===== src/rtl/filter_feeder_pkg.sv =====
// Shared definitions for the audio filter feeder: sequencer state encoding and
// the default sample width used by the feeder and its input buffer.
// Latency: n/a (types and constants only). Backpressure: n/a.
package filter_feeder_pkg;

    // Default ADC/DAC sample width (signed two's complement).
    localparam int AUDIO_WIDTH = 12;

    // Filter handshake sequencer states.
    typedef enum logic [1:0] {
        ST_IDLE  = 2'd0,  // waiting for a buffered sample
        ST_START = 2'd1,  // one-cycle start pulse to the filter
        ST_WAIT  = 2'd2   // waiting for filt_done or timeout
    } feed_state_t;

    // Width of a counter that must be able to hold max_val.
    function automatic int cnt_width(input int max_val);
        return (max_val < 2) ? 1 : $clog2(max_val + 1);
    endfunction

endpackage


===== src/rtl/filter_feeder_sample_fifo.sv =====
// Synchronous sample buffer with full/empty/level.
// Latency: a pushed sample is visible at head_o the cycle after the push.
// Backpressure: a push when full is ignored unless a pop happens in the same cycle.
// Ports: clock/reset_n; push_i + push_dat_i write side; pop_i read side with
// head_o showing the oldest entry; full_o, empty_o, level_o (0..DEPTH) status.
module sample_fifo
    import filter_feeder_pkg::*;
#(
    parameter int WIDTH = AUDIO_WIDTH,
    parameter int DEPTH = 4
) (
    input  logic                     clock,
    input  logic                     reset_n,
    input  logic                     push_i,
    input  logic [WIDTH-1:0]         push_dat_i,
    input  logic                     pop_i,
    output logic [WIDTH-1:0]         head_o,
    output logic                     full_o,
    output logic                     empty_o,
    output logic [$clog2(DEPTH):0]   level_o
);

    localparam int PTR_W = $clog2(DEPTH);
    localparam int LVL_W = PTR_W + 1;

    logic [WIDTH-1:0] mem_q [DEPTH];
    logic [PTR_W-1:0] wr_ptr_q, wr_ptr_d;
    logic [PTR_W-1:0] rd_ptr_q, rd_ptr_d;
    logic [LVL_W-1:0] level_q, level_d;
    logic             push_ok;
    logic             pop_ok;

    assign full_o  = (level_q == LVL_W'(DEPTH));
    assign empty_o = (level_q == '0);
    assign level_o = level_q;
    assign head_o  = mem_q[rd_ptr_q];

    // When full, the slot being written is the one being read this cycle; the
    // head is read combinationally before the edge, so the overwrite is safe.
    assign pop_ok  = pop_i && !empty_o;
    assign push_ok = push_i && (!full_o || pop_ok);

    // DEPTH is a power of two, so the pointers wrap by natural overflow.
    always_comb begin
        wr_ptr_d = wr_ptr_q;
        rd_ptr_d = rd_ptr_q;
        level_d  = level_q;
        if (push_ok) begin
            wr_ptr_d = wr_ptr_q + PTR_W'(1);
        end
        if (pop_ok) begin
            rd_ptr_d = rd_ptr_q + PTR_W'(1);
        end
        if (push_ok && !pop_ok) begin
            level_d = level_q + LVL_W'(1);
        end else if (pop_ok && !push_ok) begin
            level_d = level_q - LVL_W'(1);
        end
    end

    always_ff @(posedge clock or negedge reset_n) begin
        if (!reset_n) begin
            wr_ptr_q <= '0;
            rd_ptr_q <= '0;
            level_q  <= '0;
        end else begin
            wr_ptr_q <= wr_ptr_d;
            rd_ptr_q <= rd_ptr_d;
            level_q  <= level_d;
        end
    end

    // Storage needs no reset: entries are only read once written.
    always_ff @(posedge clock) begin
        if (push_ok) begin
            mem_q[wr_ptr_q] <= push_dat_i;
        end
    end

endmodule


===== src/rtl/filter_feeder.sv =====
// Buffers ADC samples and feeds them to an external filter over start/done, or
// bypasses the filter; results leave on a registered output with a valid pulse.
// Latency: bypass strobe N -> audio_valid N+2; filtered strobe N -> filt_start N+2,
// done D -> audio_valid D+1. Backpressure: none upstream; samples arriving with a
// full buffer are dropped and flagged in the sticky overflow bit.
// Ports: sample_strobe/sample_in (ADC side), filter_enable, clear_flags,
// filt_start/filt_sample/filt_done/filt_result (filter handshake),
// audio_out/audio_valid (DAC side), fifo_level, overflow, timeout_err.
module filter_feeder
    import filter_feeder_pkg::*;
#(
    parameter int WIDTH      = AUDIO_WIDTH,
    parameter int FIFO_DEPTH = 4,
    parameter int TIMEOUT    = 1023
) (
    input  logic                          clock,
    input  logic                          reset_n,
    input  logic                          sample_strobe,
    input  logic [WIDTH-1:0]              sample_in,
    input  logic                          filter_enable,
    input  logic                          clear_flags,
    output logic                          filt_start,
    output logic [WIDTH-1:0]              filt_sample,
    input  logic                          filt_done,
    input  logic [WIDTH-1:0]              filt_result,
    output logic [WIDTH-1:0]              audio_out,
    output logic                          audio_valid,
    output logic [$clog2(FIFO_DEPTH):0]   fifo_level,
    output logic                          overflow,
    output logic                          timeout_err
);

    localparam int CNT_W = cnt_width(TIMEOUT);
    localparam logic [CNT_W-1:0] TMO_CNT = CNT_W'(TIMEOUT);

    feed_state_t      state_q, state_d;
    logic [CNT_W-1:0] cnt_q, cnt_d;
    logic [WIDTH-1:0] filt_sample_q, filt_sample_d;
    logic [WIDTH-1:0] audio_q, audio_d;
    logic             audio_vld_q, audio_vld_d;
    logic             ovf_q, ovf_d;
    logic             tmo_q, tmo_d;

    logic             pop;
    logic             push;
    logic             ovf_set;
    logic             tmo_set;
    logic [WIDTH-1:0] head;
    logic             fifo_full;
    logic             fifo_empty;

    // Accept while not full, or when full but the head leaves this same cycle.
    assign push    = sample_strobe && (!fifo_full || pop);
    assign ovf_set = sample_strobe && !push;

    sample_fifo #(
        .WIDTH (WIDTH),
        .DEPTH (FIFO_DEPTH)
    ) u_fifo (
        .clock      (clock),
        .reset_n    (reset_n),
        .push_i     (push),
        .push_dat_i (sample_in),
        .pop_i      (pop),
        .head_o     (head),
        .full_o     (fifo_full),
        .empty_o    (fifo_empty),
        .level_o    (fifo_level)
    );

    always_comb begin
        state_d       = state_q;
        cnt_d         = cnt_q;
        filt_sample_d = filt_sample_q;
        audio_d       = audio_q;
        audio_vld_d   = 1'b0;
        pop           = 1'b0;
        tmo_set       = 1'b0;

        unique case (state_q)
            ST_IDLE: begin
                if (!fifo_empty) begin
                    pop = 1'b1;
                    // The route is decided here, once per sample.
                    if (filter_enable) begin
                        filt_sample_d = head;
                        state_d       = ST_START;
                    end else begin
                        audio_d     = head;
                        audio_vld_d = 1'b1;
                    end
                end
            end
            ST_START: begin
                cnt_d   = '0;
                state_d = ST_WAIT;
            end
            ST_WAIT: begin
                // done is tested first so it wins over a coincident timeout.
                if (filt_done) begin
                    audio_d     = filt_result;
                    audio_vld_d = 1'b1;
                    state_d     = ST_IDLE;
                end else if (cnt_q == TMO_CNT) begin
                    audio_d     = filt_sample_q;
                    audio_vld_d = 1'b1;
                    tmo_set     = 1'b1;
                    state_d     = ST_IDLE;
                end else begin
                    cnt_d = cnt_q + CNT_W'(1);
                end
            end
            default: begin
                state_d = ST_IDLE;
            end
        endcase

        // A set in the same cycle as a clear must survive.
        ovf_d = ovf_set ? 1'b1 : (clear_flags ? 1'b0 : ovf_q);
        tmo_d = tmo_set ? 1'b1 : (clear_flags ? 1'b0 : tmo_q);
    end

    always_ff @(posedge clock or negedge reset_n) begin
        if (!reset_n) begin
            state_q       <= ST_IDLE;
            cnt_q         <= '0;
            filt_sample_q <= '0;
            audio_q       <= '0;
            audio_vld_q   <= 1'b0;
            ovf_q         <= 1'b0;
            tmo_q         <= 1'b0;
        end else begin
            state_q       <= state_d;
            cnt_q         <= cnt_d;
            filt_sample_q <= filt_sample_d;
            audio_q       <= audio_d;
            audio_vld_q   <= audio_vld_d;
            ovf_q         <= ovf_d;
            tmo_q         <= tmo_d;
        end
    end

    assign filt_start  = (state_q == ST_START);
    assign filt_sample = filt_sample_q;
    assign audio_out   = audio_q;
    assign audio_valid = audio_vld_q;
    assign overflow    = ovf_q;
    assign timeout_err = tmo_q;

endmodule

===== config.mk =====
export PLATFORM = sky130hd
export DESIGN_NAME = filter_feeder
export DESIGN_NICKNAME = d
export VERILOG_FILES = /design/src/rtl/filter_feeder_pkg.sv /design/src/rtl/filter_feeder_sample_fifo.sv /design/src/rtl/filter_feeder.sv
export SDC_FILE = /design/constraint.sdc
export NUM_CORES = 1
export LEC_CHECK = 0
export ABC_AREA = 1
export CORE_UTILIZATION = 40
export CTS_CLUSTER_DIAMETER = 30
export DETAILED_ROUTE_END_ITERATION = 7
export PLACE_DENSITY_LB_ADDON = 0.08
export SKIP_CTS_REPAIR_TIMING = 1
export SLEW_MARGIN = 10
export SYNTH_ARGS = -nofsm -noshare
export SYNTH_HDL_FRONTEND = slang
export SYNTH_SLANG_ARGS = --single-unit
export TNS_END_PERCENT = 10

===== constraint.sdc =====
create_clock -name clock -period 3.9 [get_ports clock]
set_clock_uncertainty 0.05 [all_clocks]
set_input_delay 0.39 -clock clock [delete_from_list [all_inputs] [get_ports clock]]
set_output_delay 0.39 -clock clock [all_outputs]
set_load 0.01 [all_outputs]

==> results.sh, run 1 <==
export IMPL_wirelength_um=9430
export IMPL_synth_area_leader_cell="edfxtp_1"
export IMPL_synth_warnings=0
export IMPL_worstSetupStartpointType="flip-flop"
export IMPL_critPathRequiredTime_ns=4.10
export IMPL_fmax_mhz=413
export IMPL_fin_crit_sh_pct=62.1
export IMPL_synth_simple_area_share_pct=25.4
export IMPL_final_fill_count=976
export IMPL_seq_area_sq_um=2590
export IMPL_synth_cell_type_count=30
export IMPL_grt_pass1_vias=2890
export IMPL_setup_viol=0
export IMPL_avgRoutedWirePerCell_um=14.2
export IMPL_multi_input_area_sq_um=1520
export IMPL_tns_ns=0
export IMPL_ys_ff_latch=94
export IMPL_synth_nets=503
export IMPL_avgViaCountPerCell=4.80
export IMPL_hold_viol_final=0
export IMPL_vias=3175
export IMPL_routabilityCongestion=0.763
export IMPL_netlist_instances=462
export IMPL_grt_first_pass_wirelength_um=15200
export IMPL_fin_area_sq_um=5270
export IMPL_start_util_pct=41.8
export IMPL_cts_made_buffers=9
export IMPL_dp_hpwl_um=6500
export IMPL_status="finished clean"
export IMPL_die_height_um=106
export IMPL_grt_overflow_total=0
export IMPL_crit_path_end_kind="flip-flop"
export IMPL_synth_xor_area_share_pct=0.805
export IMPL_chipWidth_um=106
export IMPL_final_common_cell="nand2_1"
export IMPL_slew_headroom_pct=31.4
export IMPL_drive_above_1_share_pct=7.22
export IMPL_synth_seq_area_share_pct=59.6
export IMPL_drc_errors=0
export IMPL_period_minus_slack_ns=2.42
export IMPL_drt_first_pass_iters=4
export IMPL_antenna_cells=0
export IMPL_core_area_sq_um=10400
export IMPL_grt_usage_pct=17.7
export IMPL_first_iter_violations=146
export IMPL_placedInstanceArea_sq_um=5080
export IMPL_slowest_delay_ns=0.41
export IMPL_port_buffers=60
export IMPL_area_growth_syn_to_layout_pct=21.1
export IMPL_syn_area_sq_um=4350
export IMPL_fin_nets=562
export IMPL_ir_drop_mv=0.286
export IMPL_p_leak_nw=2.24
export IMPL_drv_slew=0
export IMPL_critPathArrivalTime_ns=2.63
export IMPL_clock_path_buffers=2
export IMPL_worst_slew_pin_slew_ns=1.03
export IMPL_crit_slowest_cell="dfrtp_1"
export IMPL_cts_sinks=94
export IMPL_power_density_nw_per_um2=721
export IMPL_cts_max_level=3
export IMPL_grt_setup_unrepaired="no"
export IMPL_mostFrequentLayoutCells="nand2_1, nand3_1, clkdlybuf4s50_1"
export IMPL_cp_common_cell="inv_1"
export IMPL_synthMuxAreaShare_pct=0.259
export IMPL_antenna_found_initial=0
export IMPL_worstSetupPathType="reg -> reg"
export IMPL_clk_latency_ns=0.36
export IMPL_io_pins=61
export IMPL_synth_compound_area_share_pct=5.15
export IMPL_rows=37
export IMPL_antenna_left=0
export IMPL_cts_root_buffer="clkbuf_8"
export IMPL_cts_tree="done"
export IMPL_synth_top_family_by_area="simple AND/OR/NAND/NOR gates"
export IMPL_path_cells="inv_1, ha_1, inv_1, nand3_1, nand2_1, inv_1, ha_1, inv_1, fa_1, a21oi_1, o21ai_0, xor2_1"
export IMPL_synth_top_area_share_pct=33.1
export IMPL_min_path_type="in -> async"
export IMPL_syn_area_per_cell_sq_um=9.42
export IMPL_yosys_area_share_adder_pct=3.34
export IMPL_cp_max_fo=6
export IMPL_grt_max_degree=47
export IMPL_design_die_area_sq_um=11300
export IMPL_synth_area_leaders="edfxtp_1, dfrtp_1, nand2_1, nand3_1, o21ai_0"
export IMPL_drv_cap=0
export IMPL_clkTransAtPathRegs_ns=0.11
==> power breakdown <==
part,leakage [nW],total [mW],switching (mW),internal (mW)
combinational,1.12,1.62,0.954,0.661
clock,0.100,0.637,0.385,0.252
sequential,1.02,1.55,0.204,1.34
total,2.24,3.80,1.54,2.26
==> synthesized netlist by cell type <==
library cell  instances
nand4_1               3
mux2_2                1
and3_2                1
nor2_4                2
o21ai_2               1
nor2_1               15
o21bai_1              1
xor2_1                3
ha_1                 10
buf_6                 2
buf_2                 4
o22ai_1               1
buf_1                 1
xnor2_1               1
inv_1                38
fa_1                  1
nand2_4               1
edfxtp_1             48
nand2_1             147
dfrtp_1              46
nand3b_1              1
inv_2                 1
or2_2                 2
o21ai_0              35
nand2_2               2
clkbuf_1             12
a21oi_1               2
nand3_1              77
a21oi_4               1
nand3_2               2
==> sequential cells by signal, summed over array words and instances, names as in the netlist, 2 cells and up <==
signal	cells
u_fifo.rd_ptr_q	2
audio_out	12
u_fifo.mem_q	48
cnt_q	10
u_fifo.level_o	3
filt_sample	12
state_q	2
u_fifo.wr_ptr_q	2
==> kinds of logic (layout without fill, tap and decap cells) <==
family | count (synthesis) | count (layout)
DFF | 94 | 94
xor gates and xnor gates | 4 | 4
buffers and inverters | 58 | 122
and+or+nand+nor | 253 | 253
AOI/OAI and AO/OA | 41 | 41
muxes | 1 | 1
adders and majority gates | 11 | 11
==> routing by layer <==
layer	GRT usage (%)	routed length, um
met1	26.8	4730
met2	25.1	4170
met3	3.56	452
met4	5.65	76
met5	0	0
==> stage by stage <==
stage	total power [mW]	utilization (%)	worst slack, ns	cells	hold slack, ns
floorplan	2.55	-	1.70	462	0.0444
global placement	3.18	48.8	1.54	646	0.406
detailed placement	3.20	48.8	1.47	646	0.413
CTS	3.85	50.6	1.47	662	0.183
global route	4.10	50.6	1.23	662	0.220
finish	3.80	50.6	1.48	662	0.133
==> worst paths after layout <==
path                              start                end  slack (ns)  cells after the start
max                          state_q[0]  u_fifo.level_o[2]        1.48                     12
min                             reset_n       audio_out[5]        0.13                      1
max reg2reg                  state_q[0]  u_fifo.level_o[2]        1.48                     12
min reg2reg                audio_out[5]       audio_out[5]        0.44                      2
max in group asynchronous       reset_n         state_q[0]        3.02                      1
min in group clock         audio_out[5]       audio_out[5]        0.44                      2
==> cell type report <==
cell class | instances | share of cell area, %
clock buffer | 9 | 2.35
tap | 136 | 3.23
timing repair buffer | 67 | 12.3
inverter | 39 | 2.78
clock inverter | 7 | 1.31
multi-input combinational | 310 | 28.9
sequential | 94 | 49.2
==> worst max-delay path: cells and delay by family, from the launching register on <==
family | cells | cell delay, ns
fa+ha+maj | 3 | 0.80
flops | 1 | 0.41
buf+inv | 4 | 0.40
simple gates | 2 | 0.25
compound gates | 2 | 0.25
xor+xnor | 1 | 0.15
(Power assumes the default switching activity.)
==> run 2: changes to the inputs <==
clock period = 2 ns   (was 3.9 ns; I/O delays follow)
==> run 2 against run 1 <==
Compared with the run above: via count up 2.1%; final area up 5.2%; flip-flop and latch count unchanged; worst hold slack better by 0.066 ns; sequential share of layout area down 2.4 points.
==> results.sh, run 2 (synthesized netlist as in run 1, its figures left out) <==
export IMPL_wl_met1_um=4710
export IMPL_power_total_mw=7.88
export IMPL_ir_drop_mv=0.491
export IMPL_period_minus_slack_ns=1.94
export IMPL_mostFrequentLayoutCells="nand2_1, nand3_1, clkdlybuf4s50_1"
export IMPL_dp_hpwl_um=6820
export IMPL_cts_root_buffer="clkbuf_8"
export IMPL_first_iter_violations=126
export IMPL_cts_max_level=3
export IMPL_cts_made_buffers=9
export IMPL_status="finished clean"
export IMPL_grt_first_pass_wirelength_um=15400
export IMPL_cts_tree="done"
export IMPL_drv_slew=0
export IMPL_grt_setup_unrepaired="yes"
export IMPL_clk_latency_ns=0.36
export IMPL_drc_errors=0
export IMPL_final_fill_count=991
export IMPL_critPathRequiredTime_ns=2.21
export IMPL_cp_max_fo=5
export IMPL_reg2reg_slack_ns=0.06
export IMPL_highest_layer="met4"
export IMPL_cts_sinks=94
export IMPL_grt_pass1_vias=3035
export IMPL_crit_path_end_kind="flip-flop"
export IMPL_port_buffers=60
export IMPL_core_area_sq_um=10400
export IMPL_fin_util_pct=53.2
export IMPL_startpoint="state_q[0]"
export IMPL_drv_cap=0
export IMPL_wirelength_um=9370
export IMPL_start_util_pct=41.8
export IMPL_r2r_start="state_q[0]"
export IMPL_antenna_cells=0
export IMPL_hold_viol_final=0
export IMPL_grt_overflow_total=0
export IMPL_grt_usage_pct=17.9
export IMPL_placedInstanceArea_sq_um=5210
export IMPL_worstSetupStartpointType="flip-flop"
export IMPL_worstSetupPathType="reg -> reg"
export IMPL_die_height_um=106
export IMPL_finalNonFillerCells=684
export IMPL_clkTransAtPathRegs_ns=0.11
export IMPL_fin_nets=584
export IMPL_design_die_area_sq_um=11300
export IMPL_power_density_nw_per_um2=1420
export IMPL_routabilityCongestion=0.767
export IMPL_io_pins=61
export IMPL_fin_crit_sh_pct=97.2
export IMPL_antenna_left=0
export IMPL_drive_above_1_share_pct=13.3
export IMPL_p_leak_nw=2.37
export IMPL_setup_viol=0
export IMPL_fin_area_sq_um=5540
export IMPL_top_register="u_fifo.mem_q"
export IMPL_largest_reg_flops=48
export IMPL_worst_slew_pin_slew_ns=0.426
export IMPL_dpl_cell_count=661
export IMPL_drt_first_pass_iters=4
export IMPL_wl_met2_um=4100
export IMPL_final_common_cell="nand2_1"
export IMPL_critPathArrivalTime_ns=2.15
export IMPL_vias=3242
export IMPL_area_growth_syn_to_layout_pct=27.4
export IMPL_grt_max_degree=26
export IMPL_avgRoutedWirePerCell_um=13.7
export IMPL_met3WireLength_um=448
export IMPL_clock_path_buffers=2
export IMPL_slew_headroom_pct=71.6
export IMPL_chipWidth_um=106
export IMPL_avgViaCountPerCell=4.74
export IMPL_antenna_found_initial=0
export IMPL_fmax_mhz=514
export IMPL_rows=37
export IMPL_min_path_type="in -> async"
export IMPL_hold_slack_ns=0.199
## run 2: cell count changes in the layout (fill, tap and decap cells not counted), moves of 3 or more
| cell | delta |
|---|---|
| buf_4 | +21 |
| clkinv_8 | +3 |
| inv_1 | -5 |
| inv_4 | +3 |
## run 2: final cells by class
class	instances	area, sq um	area share, %
sequential	94	2590	46.8
multi-input combinational	310	1600	28.8
timing repair buffer	89	818	14.8
tap	136	170	3.07
inverter	39	154	2.78
clock buffer	9	124	2.23
clock inverter	7	88.8	1.60
## run 2: through the flow
| stage | worst slack (ns) | TNS, ns |
|---|---|---|
| floorplan | 0.000851 | 0 |
| global placement | 0.0317 | 0 |
| detailed placement | -0.00550 | -0.00550 |
| CTS | -0.0247 | -0.0343 |
| global route | -0.0385 | -0.0725 |
| finish | 0.0551 | 0 |
## run 2: worst max-delay path, cell delays in order, from the launching register on
cell	delay (ns)
dfrtp_1	0.40
inv_2	0.10
ha_4	0.15
buf_4	0.14
nand2_2	0.08
ha_4	0.17
inv_4	0.07
fa_2	0.42
mux2_2	0.26
## run 2: report_power, final
| group | switching (mW) | internal (mW) | total, mW |
|---|---|---|---|
| logic | 2.13 | 1.58 | 3.72 |
| registers | 0.261 | 2.62 | 2.89 |
| clock network | 0.769 | 0.507 | 1.28 |
## run 2: final timing paths
path	end	cells past startpoint
worst max-delay path	u_fifo.level_o[1]	8
worst min-delay path	audio_out[6]	2
worst max register to register	u_fifo.level_o[1]	8
worst min register to register	audio_out[0]	2
max in group asynchronous	cnt_q[8]	3
min in group clock	timeout_err	2
## run 2: routing by layer
layer  vias up  track usage, %
met2        71            26.3
met3         9            2.82
li1       1692               -
met1      1470            26.6
met5         -               0
met4         0            6.55
